File: src/rtl/riscv_pkg.sv
// Shared RV32 definitions: datapath widths, reset vector, base opcodes and the
// fetch-buffer entry type used between the fetch unit and the control unit.
package riscv_pkg;

  localparam int XLEN = 32;
  localparam int ILEN = 32;

  localparam logic [XLEN-1:0] RESET_PC_DEFAULT = 32'h0000_0000;

  typedef enum logic [6:0] {
    OP_LOAD   = 7'b000_0011,
    OP_IMM    = 7'b001_0011,
    OP_AUIPC  = 7'b001_0111,
    OP_STORE  = 7'b010_0011,
    OP_REG    = 7'b011_0011,
    OP_LUI    = 7'b011_0111,
    OP_BRANCH = 7'b110_0011,
    OP_JALR   = 7'b110_0111,
    OP_JAL    = 7'b110_1111,
    OP_SYSTEM = 7'b111_0011
  } opcode_e;

  typedef struct packed {
    logic [XLEN-1:0] pc;
    logic [ILEN-1:0] instr;
  } fetch_entry_t;

  function automatic logic [XLEN-1:0] align_pc(input logic [XLEN-1:0] pc);
    return {pc[XLEN-1:2], 2'b00};
  endfunction

endpackage

File: src/rtl/fetch_buffer.sv
// Two-entry FIFO of {pc, instr} between instruction memory and decode.
// Flush empties it in one cycle; the head is always visible on head_o.
module fetch_buffer
  import riscv_pkg::*;
(
  input  logic         clk,
  input  logic         rst_n,
  input  logic         push_i,
  input  fetch_entry_t push_data_i,
  input  logic         pop_i,
  input  logic         flush_i,
  output fetch_entry_t head_o,
  output logic         full_o,
  output logic         empty_o,
  output logic [1:0]   count_o
);

  fetch_entry_t mem_q [2];
  logic         rptr_q;
  logic         wptr_q;
  logic [1:0]   count_q;
  logic         do_pop;

  assign empty_o = (count_q == 2'd0);
  assign full_o  = (count_q == 2'd2);
  assign count_o = count_q;
  assign head_o  = mem_q[rptr_q];
  assign do_pop  = pop_i && !empty_o;

  always_ff @(posedge clk) begin
    if (!rst_n) begin
      // NOTE: the two entries are reset so dec_instr/dec_pc read zero out of
      // reset; a deeper buffer would reset only its pointers and count.
      mem_q[0] <= '0;
      mem_q[1] <= '0;
      rptr_q   <= 1'b0;
      wptr_q   <= 1'b0;
      count_q  <= 2'd0;
    end else if (flush_i) begin
      rptr_q  <= 1'b0;
      wptr_q  <= 1'b0;
      count_q <= 2'd0;
    end else begin
      if (push_i) begin
        mem_q[wptr_q] <= push_data_i;
        wptr_q        <= ~wptr_q;
      end
      if (do_pop) begin
        rptr_q <= ~rptr_q;
      end
      count_q <= count_q + {1'b0, push_i} - {1'b0, do_pop};
    end
  end

endmodule

File: src/rtl/fetch_unit.sv
// Instruction fetch: credit-limited request stream to imem, in-order response
// tracking, redirect with drop of stale responses, 2-entry decode buffer.
module fetch_unit
  import riscv_pkg::*;
#(
  parameter logic [XLEN-1:0] RESET_PC  = RESET_PC_DEFAULT,
  parameter int              BUF_DEPTH = 2
) (
  input  logic            clk,
  input  logic            rst_n,
  output logic            imem_req_valid,
  output logic [XLEN-1:0] imem_req_addr,
  input  logic            imem_req_ready,
  input  logic            imem_rsp_valid,
  input  logic [ILEN-1:0] imem_rsp_data,
  input  logic            redirect_valid,
  input  logic [XLEN-1:0] redirect_pc,
  output logic            dec_valid,
  output logic [ILEN-1:0] dec_instr,
  output logic [XLEN-1:0] dec_pc,
  input  logic            dec_ready
);

  logic [XLEN-1:0] pc_q, pc_d;
  logic [1:0]      in_flight_q, in_flight_d;
  logic [1:0]      drop_q, drop_d;
  logic            started_q;

  logic [XLEN-1:0] pend_pc_q [2];
  logic            pend_wptr_q;
  logic            pend_rptr_q;

  logic            req_fire;
  logic            dec_fire;
  logic            rsp_drop;
  logic            buf_push;
  logic            buf_full;
  logic            buf_empty;
  logic [1:0]      buf_count;
  logic [2:0]      credit_used;
  fetch_entry_t    buf_head;
  fetch_entry_t    push_entry;

  assign dec_valid = !buf_empty;
  assign dec_instr = buf_head.instr;
  assign dec_pc    = buf_head.pc;
  assign dec_fire  = dec_valid && dec_ready;

  // A same-cycle pop frees its slot, which keeps a 1-cycle memory streaming.
  assign credit_used    = {1'b0, in_flight_q} + {1'b0, buf_count} - {2'b00, dec_fire};
  assign imem_req_valid = rst_n && started_q && !redirect_valid
                          && (credit_used < 3'(BUF_DEPTH));
  assign imem_req_addr  = pc_q;
  assign req_fire       = imem_req_valid && imem_req_ready;

  assign rsp_drop   = redirect_valid || (drop_q != 2'd0);
  assign buf_push   = imem_rsp_valid && !rsp_drop;
  assign push_entry = '{pc: pend_pc_q[pend_rptr_q], instr: imem_rsp_data};

  // NOTE: combinational next-state uses blocking '=' with every target given
  // a default first, so no latch can be inferred; state updates use '<='.
  always_comb begin
    pc_d        = pc_q;
    in_flight_d = in_flight_q + {1'b0, req_fire} - {1'b0, imem_rsp_valid};
    drop_d      = drop_q;
    if (redirect_valid) begin
      pc_d   = align_pc(redirect_pc);
      drop_d = in_flight_d;
    end else begin
      if (req_fire) begin
        pc_d = pc_q + 32'd4;
      end
      if (imem_rsp_valid && (drop_q != 2'd0)) begin
        drop_d = drop_q - 2'd1;
      end
    end
  end

  always_ff @(posedge clk) begin
    if (!rst_n) begin
      pc_q        <= align_pc(RESET_PC);
      in_flight_q <= 2'd0;
      drop_q      <= 2'd0;
      started_q   <= 1'b0;
      pend_wptr_q <= 1'b0;
      pend_rptr_q <= 1'b0;
    end else begin
      pc_q        <= pc_d;
      in_flight_q <= in_flight_d;
      drop_q      <= drop_d;
      started_q   <= 1'b1;
      if (req_fire) begin
        pend_wptr_q <= ~pend_wptr_q;
      end
      if (imem_rsp_valid) begin
        pend_rptr_q <= ~pend_rptr_q;
      end
      assert (!(buf_push && buf_full));
    end
  end

  // Pending-PC entries are always written before being read; only pointers reset.
  always_ff @(posedge clk) begin
    if (req_fire) begin
      pend_pc_q[pend_wptr_q] <= pc_q;
    end
  end

  fetch_buffer u_buffer (
    .clk         (clk),
    .rst_n       (rst_n),
    .push_i      (buf_push),
    .push_data_i (push_entry),
    .pop_i       (dec_fire),
    .flush_i     (redirect_valid),
    .head_o      (buf_head),
    .full_o      (buf_full),
    .empty_o     (buf_empty),
    .count_o     (buf_count)
  );

endmodule
File: config.mk
export PLATFORM = sky130hd
export DESIGN_NAME = fetch_unit
export DESIGN_NICKNAME = d
export VERILOG_FILES = /design/src/rtl/riscv_pkg.sv /design/src/rtl/fetch_buffer.sv /design/src/rtl/fetch_unit.sv
export SDC_FILE = /design/constraint.sdc
export NUM_CORES = 1
export LEC_CHECK = 0
export BUFFER_PORTS_ARGS = -buffer_cell sky130_fd_sc_hd__buf_2
export CORE_MARGIN = 2
export CORE_UTILIZATION = 45
export DETAILED_ROUTE_END_ITERATION = 8
export PLACE_DENSITY = 0.66
export SKIP_LAST_GASP = 1
export SYNTH_ARGS = -nofsm -noshare
export SYNTH_HDL_FRONTEND = slang
export SYNTH_SLANG_ARGS = --single-unit
export TNS_END_PERCENT = 30
File: constraint.sdc
create_clock -name clk -period 12.6 [get_ports clk]
set_clock_uncertainty 0.1 [all_clocks]
set_input_delay 0 -clock clk [delete_from_list [all_inputs] [get_ports clk]]
set_output_delay 0 -clock clk [all_outputs]
set_load 0.1 [all_outputs]
## After elaboration in Yosys (flattened, before gate mapping)

Memories as Yosys holds them, arrays and structs flattened. A register that Yosys moved wholly into a read port is not among the register bits.
Index checks and enable logic that the tools add are counted.

| storage, ports and cells | value |
|---|---|
| input bits | 70 |
| bits in writable memories | 192 |
| memories kept | 2 |
| logic and storage cells | 63 |
| output and inout port bits | 98 |
| register bits after elaboration | 43 |

| operators by class | value |
|---|---|
| reductions and logical operators | 18 |
| bitwise logic cells | 5 |
| multiplexer cells | 19 |
| magnitude comparators | 1 |
| $add $sub $neg | 8 |

Memory list:

| memory | depth | bits a word | read ports | clocked after memory_dff | wr ports | line | RTL |
|---|---|---|---|---|---|---|---|
| u_buffer.mem_q | 2 | 64 | 1 | 1 | 2 | fetch_buffer.sv:18 | `fetch_entry_t mem_q [2];` |
| pend_pc_q | 2 | 32 | 1 | 1 | 1 | fetch_unit.sv:29 | `logic [XLEN-1:0] pend_pc_q [2];` |

Operators by type and width:

| kind | count |
|---|---|
| $mux 32 | 2 |
| $mux 64 | 1 |
| $reduce_or 64->1 | 1 |
| $add 32x3->32 const B | 1 |
| $mux 1 | 14 |
| $logic_and 1x1->1 | 8 |
| $reduce_bool 2->1 | 3 |
| $not 1->1 | 5 |
| $add 2x1->2 | 2 |
| $mux 2 | 2 |
| $sub 2x1->2 | 2 |
| $add 2x2->3 | 1 |
| $logic_not 1->1 | 3 |
| $lt 3x2->1 const B | 1 |
| $sub 3x1->3 | 1 |
| $logic_not 2->1 | 1 |
| $reduce_or 2->1 | 1 |
| $sub 2x1->2 const B | 1 |
| $logic_or 1x1->1 | 1 |

## Logic depth before layout (Yosys ltp)

Gate-level depths: netlist of the first run.

| depth | value |
|---|---|
| depth in word-level cells | 10 |
| gate-level depth with buffers | 17 |
| gate-level depth less buffers | 17 |

## By module

Synthesis of the first run repeated with hierarchy kept, for this count alone.

| second synthesis, totals | value |
|---|---|
| cell total of the unflattened synthesis | 753 |
| area, all modules | 10322.4 um^2 |

Modules (own cells, without submodules):

| module | cells an instance | times used | area each (um^2) | seq. area each (um^2) |
|---|---|---|---|---|
| fetch_buffer | 383 | 1 | 5898.2 | 3943.8 |
| fetch_unit | 370 | 1 | 4424.2 | 2562.5 |

## Least setup slack after synthesis of the first run

Ideal clock, no wire load.

| timing path | value |
|---|---|
| path kind | register to register |
| from | reg drop_q[0] |
| to | mem u_buffer.mem_q[0][0] (netlist bit) (enable) |
| cell stages (with the launch flop) | 5 |
| arrival | 5.190 ns |
| buffers on the path | 0 |
| required time | 11.926 ns |
| slack | 6.736 ns |
| clock period less this slack | 5.864 ns |
| cell sequence | dfxtp_1 -> inv_1 -> ha_1 -> nand2_1 -> o31ai_1 |

RTL lines:

| what | line | RTL |
|---|---|---|
| start, declared | fetch_unit.sv:26 | `logic [1:0] drop_q, drop_d;` |
| start signal, assigned | fetch_unit.sv:90 | `drop_q <= drop_d;` |
| end, declared | fetch_buffer.sv:18 |  |

## Worst setup path after layout of the first run

| timing path | value |
|---|---|
| from | reg u_buffer.count_q[1] (netlist: u_buffer.count_o[1]) |
| to | reg drop_q[1] |

| between the ends | value |
|---|---|
| longest elaborated chain between the ends | 10 |
| elaborated cells between the ends (all ways) | 11 |

Ends and longest elaborated chain:

| what | line | RTL |
|---|---|---|
| start, declared | fetch_buffer.sv:21 | `logic [1:0] count_q;` |
| start signal, assigned | fetch_buffer.sv:51 | `count_q <= count_q + {1'b0, push_i} - {1'b0, do_pop};` |
| branches (longest 3 deep; another with $add 2x2->3) | -- |  |
| $sub 3x1->3 * | fetch_unit.sv:50 | `assign credit_used = {1'b0, in_flight_q} + {1'b0, buf_count} - {2'b00, dec_fire};` |
| $lt 3x2->1 * | fetch_unit.sv:52 | `&& (credit_used < 3'(BUF_DEPTH));` |
| $logic_and 1x1->1 * | fetch_unit.sv:52 |  |
| $logic_and 1x1->1 * | fetch_unit.sv:54 | `assign req_fire = imem_req_valid && imem_req_ready;` |
| $add 2x1->2 * | fetch_unit.sv:64 | `in_flight_d = in_flight_q + {1'b0, req_fire} - {1'b0, imem_rsp_valid};` |
| $sub 2x1->2 * | fetch_unit.sv:64 |  |
| $mux 2 * | fetch_unit.sv:66 | `if (redirect_valid) begin` |

Mark *: on every way between the ends.
A chain may end at the register's enable or synchronous reset.

==> results.json, run 1 <==
{
  "cts-buffers-inserted": 24,
  "dieArea_sq_um": 22600,
  "layout.nets": 1037,
  "power.ir.vdd_worst_mv": 0.109,
  "cp_data_required_time_ns": 12.89,
  "final_count_of_negative_setup_slack_endpoints": 0,
  "holdPathEnd": "imem_req_addr[9]",
  "worst-r2r-cell-count": 17,
  "grt.overflow.total": 0,
  "timing_worst_slew_pin_value_ns": 1.08,
  "route.detailed.wl_per_inst_um": 17.0,
  "path_buf_inv": 3,
  "placed_cells_incl_taps": 1128,
  "distinct_cell_type_count_of_the_synthesized_netlist": 40,
  "gpl.final_weighted_congestion": 0.810,
  "vias": 6277,
  "top_cell_family_by_delay_on_the_critical_path": "simple AND/OR/NAND/NOR gates",
  "cts-hold-fix-buffers": 80,
  "pwr-share-seq_pct": 45.6,
  "synth_enable_flop_cells": 184,
  "max-clock-path-buffers": 3,
  "via_count_of_the_first_global_routing_pass": 6255,
  "final_cell_area_sq_um": 12300,
  "post_synth_instance_area_sq_um": 9650,
  "met3_length_mm": 1.36,
  "final_layout_size_suffix_gt1_share_pct": 27.9,
  "p_leak_nw": 4.85,
  "wirelength_mm": 21.3,
  "cts_repair_resize_count": 0,
  "hold_path.class": "in -> reg",
  "die_h_um": 150,
  "period_share_pct": 34.0,
  "postLayoutCoreUtil_pct": 58.5,
  "flow.area_growth_from_synthesis_pct": 27.6,
  "diodes": 0,
  "cellPowerDensity_nw_per_um2": 157,
  "m1WireLength_mm": 9.21,
  "critPathSlowestCell": "sky130_fd_sc_hd__nor2_1",
  "clk_pin_slew_worst_paths_ns": 0.06,
  "critPathCaptureType": "register",
  "synthCells": 720,
  "io-pin-count": 168,
  "tritoncts_num_sinks": 227,
  "critical_path_class": "reg -> reg",
  "finish.cell_count_without_fillers": 1252,
  "avgViaCountPerCell": 5.01,
  "ys_warn_count": 0,
  "tns_ns": 0,
  "coreArea_sq_um": 21000,
  "initial_utilization_pct": 45.9,
  "total_power_mw": 1.94,
  "syn_avg_cell_area_sq_um": 13.4,
  "crit_path_launch_type": "register",
  "internal_power_mw": 1.36,
  "status": "completed",
  "placed_area_sq_um": 10700,
  "met2_length_mm": 10.3,
  "portBuffers": 161,
  "highest_signal_layer_in_the_routed_design": "met4",
  "root_buffer": "sky130_fd_sc_hd__clkbuf_16",
  "rsz_0062_raised_after_global_routing": "false",
  "dominantRegCellSynth": "sky130_fd_sc_hd__edfxtp_1",
  "dp_hpwl_mm": 12.9,
  "layout.filler_cells": 1666,
  "cts_post_setup_buffers_inserted": 0,
  "antenna_violations_before_repair": 0,
  "slew_viol_final": 0,
  "row_count": 53,
  "insertion_delay_ns": 0.51,
  "switching_share_pct": 29.9,
  "grt_start_max_net_pins": 57,
  "post-place-ws_ns": 8.33,
  "layout_commonest_cell": "sky130_fd_sc_hd__edfxtp_1",
  "ant_nets": 0,
  "setup.reg_to_reg.worst_slack_ns": 8.32,
  "htreeDepth": 1,
  "fmax_ghz": 0.233,
  "grt_first_pass_wirelength_mm": 32.9,
  "clockPowerShare_pct": 35.5,
  "fin_hold_ws_ns": 0.0322,
  "hold_start": "imem_req_ready",
  "timing.final.crit_period_ns": 4.28,
  "globalRouteTotalUtil_pct": 18.8,
  "drtPass1Iterations": 5,
  "drc": 0,
  "drt_iter0_drc": 342,
  "timing.critical_path.slowest_cell_delay_ns": 0.66,
  "cp_data_arrival_time_ns": 4.58,
  "cp_cell_sequence": "inv_1 > nand2_1 > and2_1 > ha_1 > inv_1 > nand2_1 > fa_1 > nand3_1 > nor2_1 > nand2_1 > ha_1 > inv_1 > ha_1 > xnor2_1 > xnor2_1 > and2_1 > a22o_1",
  "timing.rr.start": "u_buffer.count_o[1]",
  "power.combinational.fraction_pct": 19.0,
  "synth_sequential_area_ratio_pct": 66.2,
  "relative_max_transition_margin_pct": 28.2,
  "min_path_cells": 5,
  "finalHoldViolCount": 0,
  "multi_input_area_sq_um": 3100,
  "net-switching-power_uw": 579,
  "ys_ff_latch": 227,
  "floorplan.die.width_um": 150,
  "critPathMaxFanout": 11,
  "area_used_by_sequential_logic_in_the_layout_sq_um": 6390,
  "layout.cells.most_common_list": "sky130_fd_sc_hd__edfxtp_1, sky130_fd_sc_hd__buf_2, sky130_fd_sc_hd__dlygate4sd3_1",
  "ys_async_sr_fraction_pct": 0,
  "r2r_end": "drop_q[1]",
  "drv_cap": 0,
  "cts_tree": "yes",
  "setup_slack_ns": 8.32
}
## Yosys cell counts (8+ instances only)
cell                       instances  area [sq um]
sky130_fd_sc_hd__edfxtp_1        184          5530
sky130_fd_sc_hd__mux2_2           62           698
sky130_fd_sc_hd__xnor2_1          20           175
sky130_fd_sc_hd__mux2i_1          33           330
sky130_fd_sc_hd__nand3_1          11          55.1
sky130_fd_sc_hd__nand2_1          32           120
sky130_fd_sc_hd__o21ai_0          28           140
sky130_fd_sc_hd__xor2_1           17           149
sky130_fd_sc_hd__nand4_1          12          75.1
sky130_fd_sc_hd__a21oi_1          19          95.1
sky130_fd_sc_hd__and2_1           76           475
sky130_fd_sc_hd__nor2_1           78           293
sky130_fd_sc_hd__dfxtp_1          43           861
sky130_fd_sc_hd__and3_1            8          50.1
sky130_fd_sc_hd__clkbuf_1         26          97.6
sky130_fd_sc_hd__inv_1            10          37.5
## metal layers
layer | GRT usage, % | up-vias
li1 | - | 3045
met1 | 25.2 | 3012
met2 | 32.0 | 198
met3 | 3.18 | 22
met4 | 4.62 | 0
met5 | 0 | -
## cells by family after synthesis
logic type / count (synthesis) / synth area share (%)
simple gates: 246 / 13.2
flops: 227 / 66.2
mux: 95 / 10.7
compound gates: 57 / 3.39
buf+inv: 49 / 2.08
xor+xnor: 37 / 3.36
fa+ha+maj: 8 / 1.12
other cells: 1 / 0.0389
## worst reg2reg max path, cell delays in order (launching register included)
cell                      delay, ns
sky130_fd_sc_hd__dfxtp_1       0.30
sky130_fd_sc_hd__inv_1         0.10
sky130_fd_sc_hd__nand2_1       0.08
sky130_fd_sc_hd__and2_1        0.19
sky130_fd_sc_hd__ha_1          0.28
sky130_fd_sc_hd__inv_1         0.08
sky130_fd_sc_hd__nand2_1       0.07
sky130_fd_sc_hd__fa_1          0.55
sky130_fd_sc_hd__nand3_1       0.19
sky130_fd_sc_hd__nor2_1        0.67
sky130_fd_sc_hd__nand2_1       0.35
sky130_fd_sc_hd__ha_1          0.37
sky130_fd_sc_hd__inv_1         0.04
sky130_fd_sc_hd__ha_1          0.18
sky130_fd_sc_hd__xnor2_1       0.14
sky130_fd_sc_hd__xnor2_1       0.12
sky130_fd_sc_hd__and2_1        0.16
sky130_fd_sc_hd__a22o_1        0.22
## sequential cells by signal (all words and copies together), names as in the netlist, named ones only
register / cells
drop_q: 2
imem_req_addr: 30
in_flight_q: 2
pend_pc_q: 60
pend_rptr_q: 1
pend_wptr_q: 1
started_q: 1
u_buffer.count_o: 2
u_buffer.mem_q: 124
u_buffer.rptr_q: 1
u_buffer.wptr_q: 1
## cell type report
cell class | instances | share of cell area (%)
sequential | 227 | 51.9
multi-input combinational | 447 | 25.2
timing repair buffer | 248 | 13.5
clock buffer | 41 | 5.99
tap | 275 | 2.80
inverter | 11 | 0.336
clock inverter | 3 | 0.325
## power by group through the flow
stage / Sequential, mW / Clock (mW) / Combinational, mW
floorplan: 0.934 / 0 / 0.248
global placement: 0.897 / 0 / 0.346
detailed placement: 0.899 / 0 / 0.347
CTS: 0.883 / 0.703 / 0.368
global route: 0.888 / 0.735 / 0.387
finish: 0.883 / 0.687 / 0.368
## how the worst max path moves through the flow
stage                        start              endpoint  slack (ns)  depth (start not counted)
6_report       u_buffer.count_o[1]             drop_q[1]        8.32                         17
5_1_grt        u_buffer.count_o[1]             drop_q[1]        8.00                         17
4_1_cts        u_buffer.count_o[1]             drop_q[1]        8.30                         17
3_5_place_dp   u_buffer.count_o[1]             drop_q[1]        8.33                         17
3_3_place_gp   u_buffer.count_o[1]             drop_q[1]        8.40                         17
2_1_floorplan            drop_q[0]  u_buffer.mem_q[0][0]        6.74                          4
No activity file was read; power rests on OpenSTA's default activity.
==> run 2, diff against run 1 <==
--- a/config.mk
+++ b/config.mk
@@ -5,6 +5,7 @@
 export SDC_FILE = /design/constraint.sdc
 export NUM_CORES = 1
 export LEC_CHECK = 0
+export ABC_AREA = 1
 export BUFFER_PORTS_ARGS = -buffer_cell sky130_fd_sc_hd__buf_2
 export CORE_MARGIN = 2
 export CORE_UTILIZATION = 45
==> constraint.sdc (replaced) <==
create_clock -name clk -period 4.4 [get_ports clk]
set_clock_uncertainty 0.1 [all_clocks]
set_input_delay 0 -clock clk [delete_from_list [all_inputs] [get_ports clk]]
set_output_delay 0 -clock clk [all_outputs]
set_load 0.1 [all_outputs]
==> run 2 against run 1 <==
Design area rose by 3.2%. First-iteration DRC count rose by 56%. Register-to-register slack got worse by 7.6 ns. Synthesized area up 4.2%. Die area up 4.1%. Maximum frequency rose by 18%. Worst setup slack worse by 7.6 ns. Clock power rose to 2.9 times the previous value. Largest power group unchanged.
==> results.json, run 2 <==
{
  "ys_warn_count": 0,
  "cts_repair_resize_count": 0,
  "globalRouteTotalUtil_pct": 18.5,
  "netlist.top_cell.by_area": "sky130_fd_sc_hd__edfxtp_1",
  "route.detailed.wl_per_inst_um": 15.1,
  "antenna_violations_before_repair": 0,
  "ys_ff_latch": 227,
  "top_cell_family_by_delay_on_the_critical_path": "buffers and inverters",
  "layout.cells.most_common_list": "sky130_fd_sc_hd__edfxtp_1, sky130_fd_sc_hd__nor2_1, sky130_fd_sc_hd__buf_2",
  "cp_data_required_time_ns": 4.76,
  "drt_iter0_drc": 532,
  "grt_start_max_net_pins": 63,
  "grt_first_pass_wirelength_mm": 35.2,
  "power.combinational.fraction_pct": 16.4,
  "pwr-share-seq_pct": 46.3,
  "die_h_um": 153,
  "root_buffer": "sky130_fd_sc_hd__clkbuf_16",
  "cts-buffers-inserted": 25,
  "synth_largest_type_area_fraction_pct": 55.0,
  "synth_enable_flop_cells": 184,
  "top_post_synthesis_cells_by_area": "sky130_fd_sc_hd__edfxtp_1, sky130_fd_sc_hd__dfxtp_1, sky130_fd_sc_hd__mux2_2, sky130_fd_sc_hd__nor2_1, sky130_fd_sc_hd__nand2_1",
  "largest-register": "u_buffer.mem_q",
  "via_count_of_the_first_global_routing_pass": 7020,
  "ant_nets": 0,
  "insertion_delay_ns": 0.51,
  "timing.final.crit_period_ns": 3.64,
  "layout_commonest_cell": "sky130_fd_sc_hd__edfxtp_1",
  "drv_cap": 0,
  "synth.most_common_cell": "sky130_fd_sc_hd__edfxtp_1",
  "drc": 0,
  "cp_cell_sequence": "inv_1 > nand2_1 > nand2_1 > inv_1 > ha_1 > inv_1 > nand2_1 > fa_1 > nand2_1 > nor2_2 > nand3_4 > inv_2 > nand2_1 > nand3_1 > nand2_1 > dlygate4sd3_1 > inv_1",
  "cellPowerDensity_nw_per_um2": 421,
  "crit_top_cell": "sky130_fd_sc_hd__nand2_1",
  "critPathCaptureType": "register",
  "diodes": 0,
  "dp_hpwl_mm": 13.9,
  "wirelength_mm": 22.2,
  "cp_data_arrival_time_ns": 4.00,
  "critPathMaxFanout": 27,
  "fin_hold_ws_ns": 0.00453,
  "gpl.final_weighted_congestion": 0.832,
  "switching_share_pct": 28.9,
  "drtPass1Iterations": 5,
  "relative_max_transition_margin_pct": 43.0,
  "worst-r2r-cell-count": 17,
  "tritoncts_num_sinks": 227,
  "final_count_of_negative_setup_slack_endpoints": 0,
  "rsz_0062_raised_after_global_routing": "false",
  "coreArea_sq_um": 21900,
  "postLayoutCoreUtil_pct": 58.0,
  "finalHoldViolCount": 0,
  "dominantRegCellSynth": "sky130_fd_sc_hd__edfxtp_1",
  "vias": 7196,
  "ys_async_sr_fraction_pct": 0,
  "synth_sequential_area_ratio_pct": 63.5,
  "io-pin-count": 168,
  "grt.overflow.total": 0,
  "path_buf_inv": 6,
  "critPathSlowestCell": "sky130_fd_sc_hd__dlygate4sd3_1",
  "power.ir.vdd_worst_mv": 0.264,
  "critical_path_class": "reg -> reg",
  "period_share_pct": 82.7,
  "syn_avg_cell_area_sq_um": 10.8,
  "clockPowerShare_pct": 37.3,
  "timing_worst_slew_pin_value_ns": 0.849,
  "dieArea_sq_um": 23600,
  "status": "completed",
  "net-switching-power_mw": 1.54,
  "post_synth_instance_area_sq_um": 10100,
  "floorplan.die.width_um": 153,
  "distinct_cell_type_count_of_the_synthesized_netlist": 31,
  "row_count": 54,
  "total_power_mw": 5.35,
  "p_leak_nw": 5.30,
  "htreeDepth": 1,
  "largest_register_ffs": 124,
  "timing.critical_path.slowest_cell_delay_ns": 0.57,
  "min_path_cells": 5,
  "synthCells": 930,
  "initial_utilization_pct": 45.9,
  "final_layout_size_suffix_gt1_share_pct": 25.0,
  "clk_pin_slew_worst_paths_ns": 0.06,
  "cts_tree": "yes",
  "crit_path_launch_type": "register",
  "flow.area_growth_from_synthesis_pct": 26.4,
  "internal_power_mw": 3.80,
  "synthTopCellsByCount": "sky130_fd_sc_hd__edfxtp_1, sky130_fd_sc_hd__nor2_1, sky130_fd_sc_hd__nand2_1",
  "avgViaCountPerCell": 4.90,
  "layout.nets": 1248,
  "tns_ns": 0,
  "fmax_ghz": 0.275,
  "worstSetupPathDepth": 17,
  "portBuffers": 161,
  "max-clock-path-buffers": 3,
  "slew_viol_final": 0,
  "hold_path.class": "in -> reg"
}
run 2: cell types whose count changed in the layout (fill, tap and decap cells not counted), sizes merged, moves of 7 or more:
cell | previous run | this run
a21oi | 19 | 29
and2 | 76 | 2
and3 | 8 | 0
clkbuf | 41 | 33
clkinv | 2 | 9
inv | 11 | 105
nand2 | 32 | 152
nand3 | 11 | 55
nand4 | 12 | 0
nor2 | 78 | 180
nor3 | 8 | 1
nor4 | 7 | 0
xnor2 | 20 | 6
xor2 | 17 | 3
run 2: routing by layer:
metal	vias up	track usage, %	part of all wire [%]
li1	3570	-	-
met1	3370	24.7	44
met2	227	31.7	48
met3	29	2.95	6.2
met4	0	5.02	1.8
met5	-	0	0
run 2: cell families after synthesis:
family	count (synthesis)	share of synthesized area (%)
other cells	1	0.0373
simple gates	392	15.8
flops	227	63.5
fa+ha+maj	8	1.07
compound gates	58	3.02
xor+xnor	9	0.784
mux	92	9.93
buf+inv	143	5.84
run 2: worst register-to-register path: stages (launching register included):
cell and delay (ns):
sky130_fd_sc_hd__dfxtp_1 0.35, sky130_fd_sc_hd__inv_1 0.06, sky130_fd_sc_hd__nand2_1 0.09, sky130_fd_sc_hd__nand2_1 0.05, sky130_fd_sc_hd__inv_1 0.11, sky130_fd_sc_hd__ha_1 0.26
sky130_fd_sc_hd__inv_1 0.08, sky130_fd_sc_hd__nand2_1 0.07, sky130_fd_sc_hd__fa_1 0.48, sky130_fd_sc_hd__nand2_1 0.06, sky130_fd_sc_hd__nor2_2 0.15, sky130_fd_sc_hd__nand3_4 0.33
sky130_fd_sc_hd__inv_2 0.49, sky130_fd_sc_hd__nand2_1 0.10, sky130_fd_sc_hd__nand3_1 0.10, sky130_fd_sc_hd__nand2_1 0.06, sky130_fd_sc_hd__dlygate4sd3_1 0.57, sky130_fd_sc_hd__inv_1 0.06
run 2: power by group through the flow:
| stage | logic (mW) | clock network [mW] | registers (mW) |
|---|---|---|---|
| finish | 0.875 | 2.00 | 2.48 |
| global placement | 0.818 | 0 | 2.51 |
| detailed placement | 0.823 | 0 | 2.52 |
| floorplan | 0.560 | 0 | 2.62 |
| CTS | 0.878 | 2.04 | 2.48 |
| global route | 0.927 | 2.13 | 2.49 |
run 2: timing repair:
action | in CTS | in global routing
hold buffers | 78 | 0
setup buffers | 0 | 0
hold endpoints to repair | 107 | 0
setup endpoints to repair | 0 | 0
run 2: stage by stage:
stage                     area (sq um)  setup WS, ns  cells
final                            12700         0.761   1469
after global routing             12700         0.499   1469
after CTS                        12700         0.819   1469
after detailed placement         11100         0.916   1345
after global placement           11100          1.01   1345
after floorplan                  10100       0.00943    933
run 2: area by class of cell:
type	instances	area [sq um]
clock inverters	13	106
repair buffers	249	1660
multi-input cells	563	3110
well taps	280	350
clock buffers	33	696
inverters	104	390
flip-flops and latches	227	6390
fillers	1860	9190
run 2: final timing paths:
| kind | to | startpoint | slack (ns) |
|---|---|---|---|
| hold / removal | imem_req_addr[29] | redirect_valid | 0.005 |
| setup reg to reg | imem_req_addr[8] | u_buffer.count_o[1] | 0.76 |
| setup / recovery | imem_req_addr[8] | u_buffer.count_o[1] | 0.76 |
| hold reg to reg | u_buffer.rptr_q | u_buffer.rptr_q | 0.36 |
==> run 3, diff against run 2 <==
--- a/config.mk
+++ b/config.mk
@@ -10,7 +10,7 @@
 export CORE_MARGIN = 2
 export CORE_UTILIZATION = 45
 export DETAILED_ROUTE_END_ITERATION = 8
-export PLACE_DENSITY = 0.66
+export PLACE_DENSITY = 0.69
 export SKIP_LAST_GASP = 1
 export SYNTH_ARGS = -nofsm -noshare
 export SYNTH_HDL_FRONTEND = slang
==> constraint.sdc (replaced) <==
create_clock -name clk -period 3.25 [get_ports clk]
set_clock_uncertainty 0.1 [all_clocks]
set_input_delay 0 -clock clk [delete_from_list [all_inputs] [get_ports clk]]
set_output_delay 0 -clock clk [all_outputs]
set_load 0.1 [all_outputs]
==> run 3 against run 2 <==
Worst setup slack worse by 0.56 ns. Highest routed layer unchanged. Routed wire length is 0.77% lower. Global-route usage hardly changed. Largest cell class unchanged.
==> results.json, run 3 (same netlist as run 2, synthesis figures left out) <==
{
  "flow.area_growth_from_synthesis_pct": 26.3,
  "htreeDepth": 1,
  "postLayoutCoreUtil_pct": 58.0,
  "avgViaCountPerCell": 4.92,
  "row_count": 54,
  "antenna_violations_before_repair": 0,
  "route.detailed.wl_per_inst_um": 15.1,
  "drt_iter0_drc": 533,
  "final_layout_size_suffix_gt1_share_pct": 24.9,
  "cts_post_setup_buffers_inserted": 0,
  "initial_utilization_pct": 45.9,
  "diodes": 0,
  "top_usage_layer": "met2",
  "final_cell_area_sq_um": 12700,
  "insertion_delay_ns": 0.51,
  "final_count_of_negative_setup_slack_endpoints": 0,
  "status": "completed",
  "tritoncts_num_sinks": 227,
  "drv_cap": 0,
  "critical_path_class": "reg -> reg",
  "timing_worst_slew_pin_value_ns": 0.861,
  "layout.nets": 1244,
  "wirelength_mm": 22.1,
  "placed_area_sq_um": 11200,
  "met2_usage_pct": 31.7,
  "p_leak_nw": 5.29,
  "hold_path.class": "in -> reg",
  "dieArea_sq_um": 23600,
  "finalHoldViolCount": 0,
  "relative_max_transition_margin_pct": 42.6,
  "groute.layer.met3.usage_pct": 2.52,
  "cellPowerDensity_nw_per_um2": 559,
  "power.ir.vdd_worst_mv": 0.258,
  "crit_path_launch_type": "register",
  "total_power_mw": 7.10,
  "cp_data_arrival_time_ns": 3.32,
  "largest_register_ffs": 124,
  "fin_hold_ws_ns": 0.235,
  "globalRouteMet1Util_pct": 24.8,
  "root_buffer": "sky130_fd_sc_hd__clkbuf_16",
  "floorplan.die.width_um": 153,
  "max-clock-path-buffers": 3,
  "via_count_of_the_first_global_routing_pass": 7067,
  "critPathMaxFanout": 4,
  "cp_data_required_time_ns": 3.52,
  "layout.filler_cells": 1856,
  "fmax_ghz": 0.328,
  "grt.overflow.total": 0,
  "critPathCaptureType": "register",
  "layout.cells.most_common_list": "sky130_fd_sc_hd__edfxtp_1, sky130_fd_sc_hd__nor2_1, sky130_fd_sc_hd__buf_2",
  "drtPass1Iterations": 5,
  "portBuffers": 161,
  "grt_start_max_net_pins": 63,
  "dp_hpwl_mm": 13.6,
  "drc": 0,
  "clk_pin_slew_worst_paths_ns": 0.06,
  "io-pin-count": 168,
  "tns_ns": 0,
  "coreArea_sq_um": 21900,
  "timing.final.crit_period_ns": 3.05,
  "die_h_um": 153,
  "largest-register": "u_buffer.mem_q",
  "period_share_pct": 93.9,
  "cts_tree": "yes",
  "ant_nets": 0,
  "cts-buffers-inserted": 24,
  "globalRouteTotalUtil_pct": 18.5,
  "grt_first_pass_wirelength_mm": 35.5,
  "vias": 7201,
  "layout_commonest_cell": "sky130_fd_sc_hd__edfxtp_1",
  "slew_viol_final": 0,
  "rsz_0062_raised_after_global_routing": "false",
  "gpl.final_weighted_congestion": 0.836
}
run 3: metal layers:
| layer | vias to the layer above | part of all wire (%) |
|---|---|---|
| met4 | 0 | 1.7 |
| met2 | 205 | 48 |
| met1 | 3408 | 45 |
| met5 | - | 0 |
| li1 | 3558 | - |
| met3 | 30 | 5.3 |
run 3: path summary, 6_finish.rpt:
path / startpoint / end / slack, ns / cells past startpoint
worst max-delay path: u_buffer.count_o[1] / drop_q[1] / 0.20 / 18
worst max register to register: u_buffer.count_o[1] / drop_q[1] / 0.20 / 18
worst min-delay path: imem_rsp_data[5] / u_buffer.mem_q[1][5] / 0.23 / 4
worst min register to register: u_buffer.rptr_q / u_buffer.rptr_q / 0.36 / 1
run 3: through the flow:
| step | std cells | worst slack, ns |
|---|---|---|
| floorplan | 933 | 0.00397 |
| global placement | 1347 | 0.268 |
| detailed placement | 1347 | 0.200 |
| CTS | 1464 | 0.159 |
| global route | 1464 | 0.00109 |
| finish | 1464 | 0.197 |
run 3: layout make-up:
type / instances / area [sq um] / share of cell area, %
Timing Repair Buffer: 246 / 1690 / 13.3
Clock inverter: 13 / 88.8 / 0.699
Clock buffer: 31 / 648 / 5.10
Sequential cell: 227 / 6390 / 50.3
Tap cell: 280 / 350 / 2.76
Multi-Input combinational cell: 563 / 3140 / 24.8
Inverter: 104 / 393 / 3.09
run 3: repair_timing:
action | CTS | global route
endpoints found under the hold margin | 107 | 0
endpoints found under the setup margin | 0 | 3
resized for setup | 0 | 3
hold buffers | 73 | 0
run 3: report_power, final:
group / total, mW / leakage (nW) / switching [mW] / internal [mW]
logic: 1.20 / 2.72 / 0.908 / 0.291
registers: 3.35 / 2.20 / 0.0757 / 3.27
clock network: 2.56 / 0.364 / 1.07 / 1.49
total: 7.10 / 5.29 / 2.05 / 5.05
run 3: worst max-delay path, stage by stage (launching register included):
cell                      delay, ns
sky130_fd_sc_hd__dfxtp_2       0.34
sky130_fd_sc_hd__inv_4         0.08
sky130_fd_sc_hd__nand2_8       0.04
sky130_fd_sc_hd__nand2_1       0.05
sky130_fd_sc_hd__inv_1         0.07
sky130_fd_sc_hd__ha_1          0.27
sky130_fd_sc_hd__inv_1         0.07
sky130_fd_sc_hd__nand2_1       0.06
sky130_fd_sc_hd__fa_1          0.48
sky130_fd_sc_hd__nand2_1       0.09
sky130_fd_sc_hd__nor2_4        0.14
sky130_fd_sc_hd__nand3_4       0.07
sky130_fd_sc_hd__ha_1          0.27
sky130_fd_sc_hd__inv_1         0.04
sky130_fd_sc_hd__ha_1          0.17
sky130_fd_sc_hd__xor2_1        0.15
sky130_fd_sc_hd__xor2_1        0.17
sky130_fd_sc_hd__o21ai_0       0.15
sky130_fd_sc_hd__a21oi_1       0.08
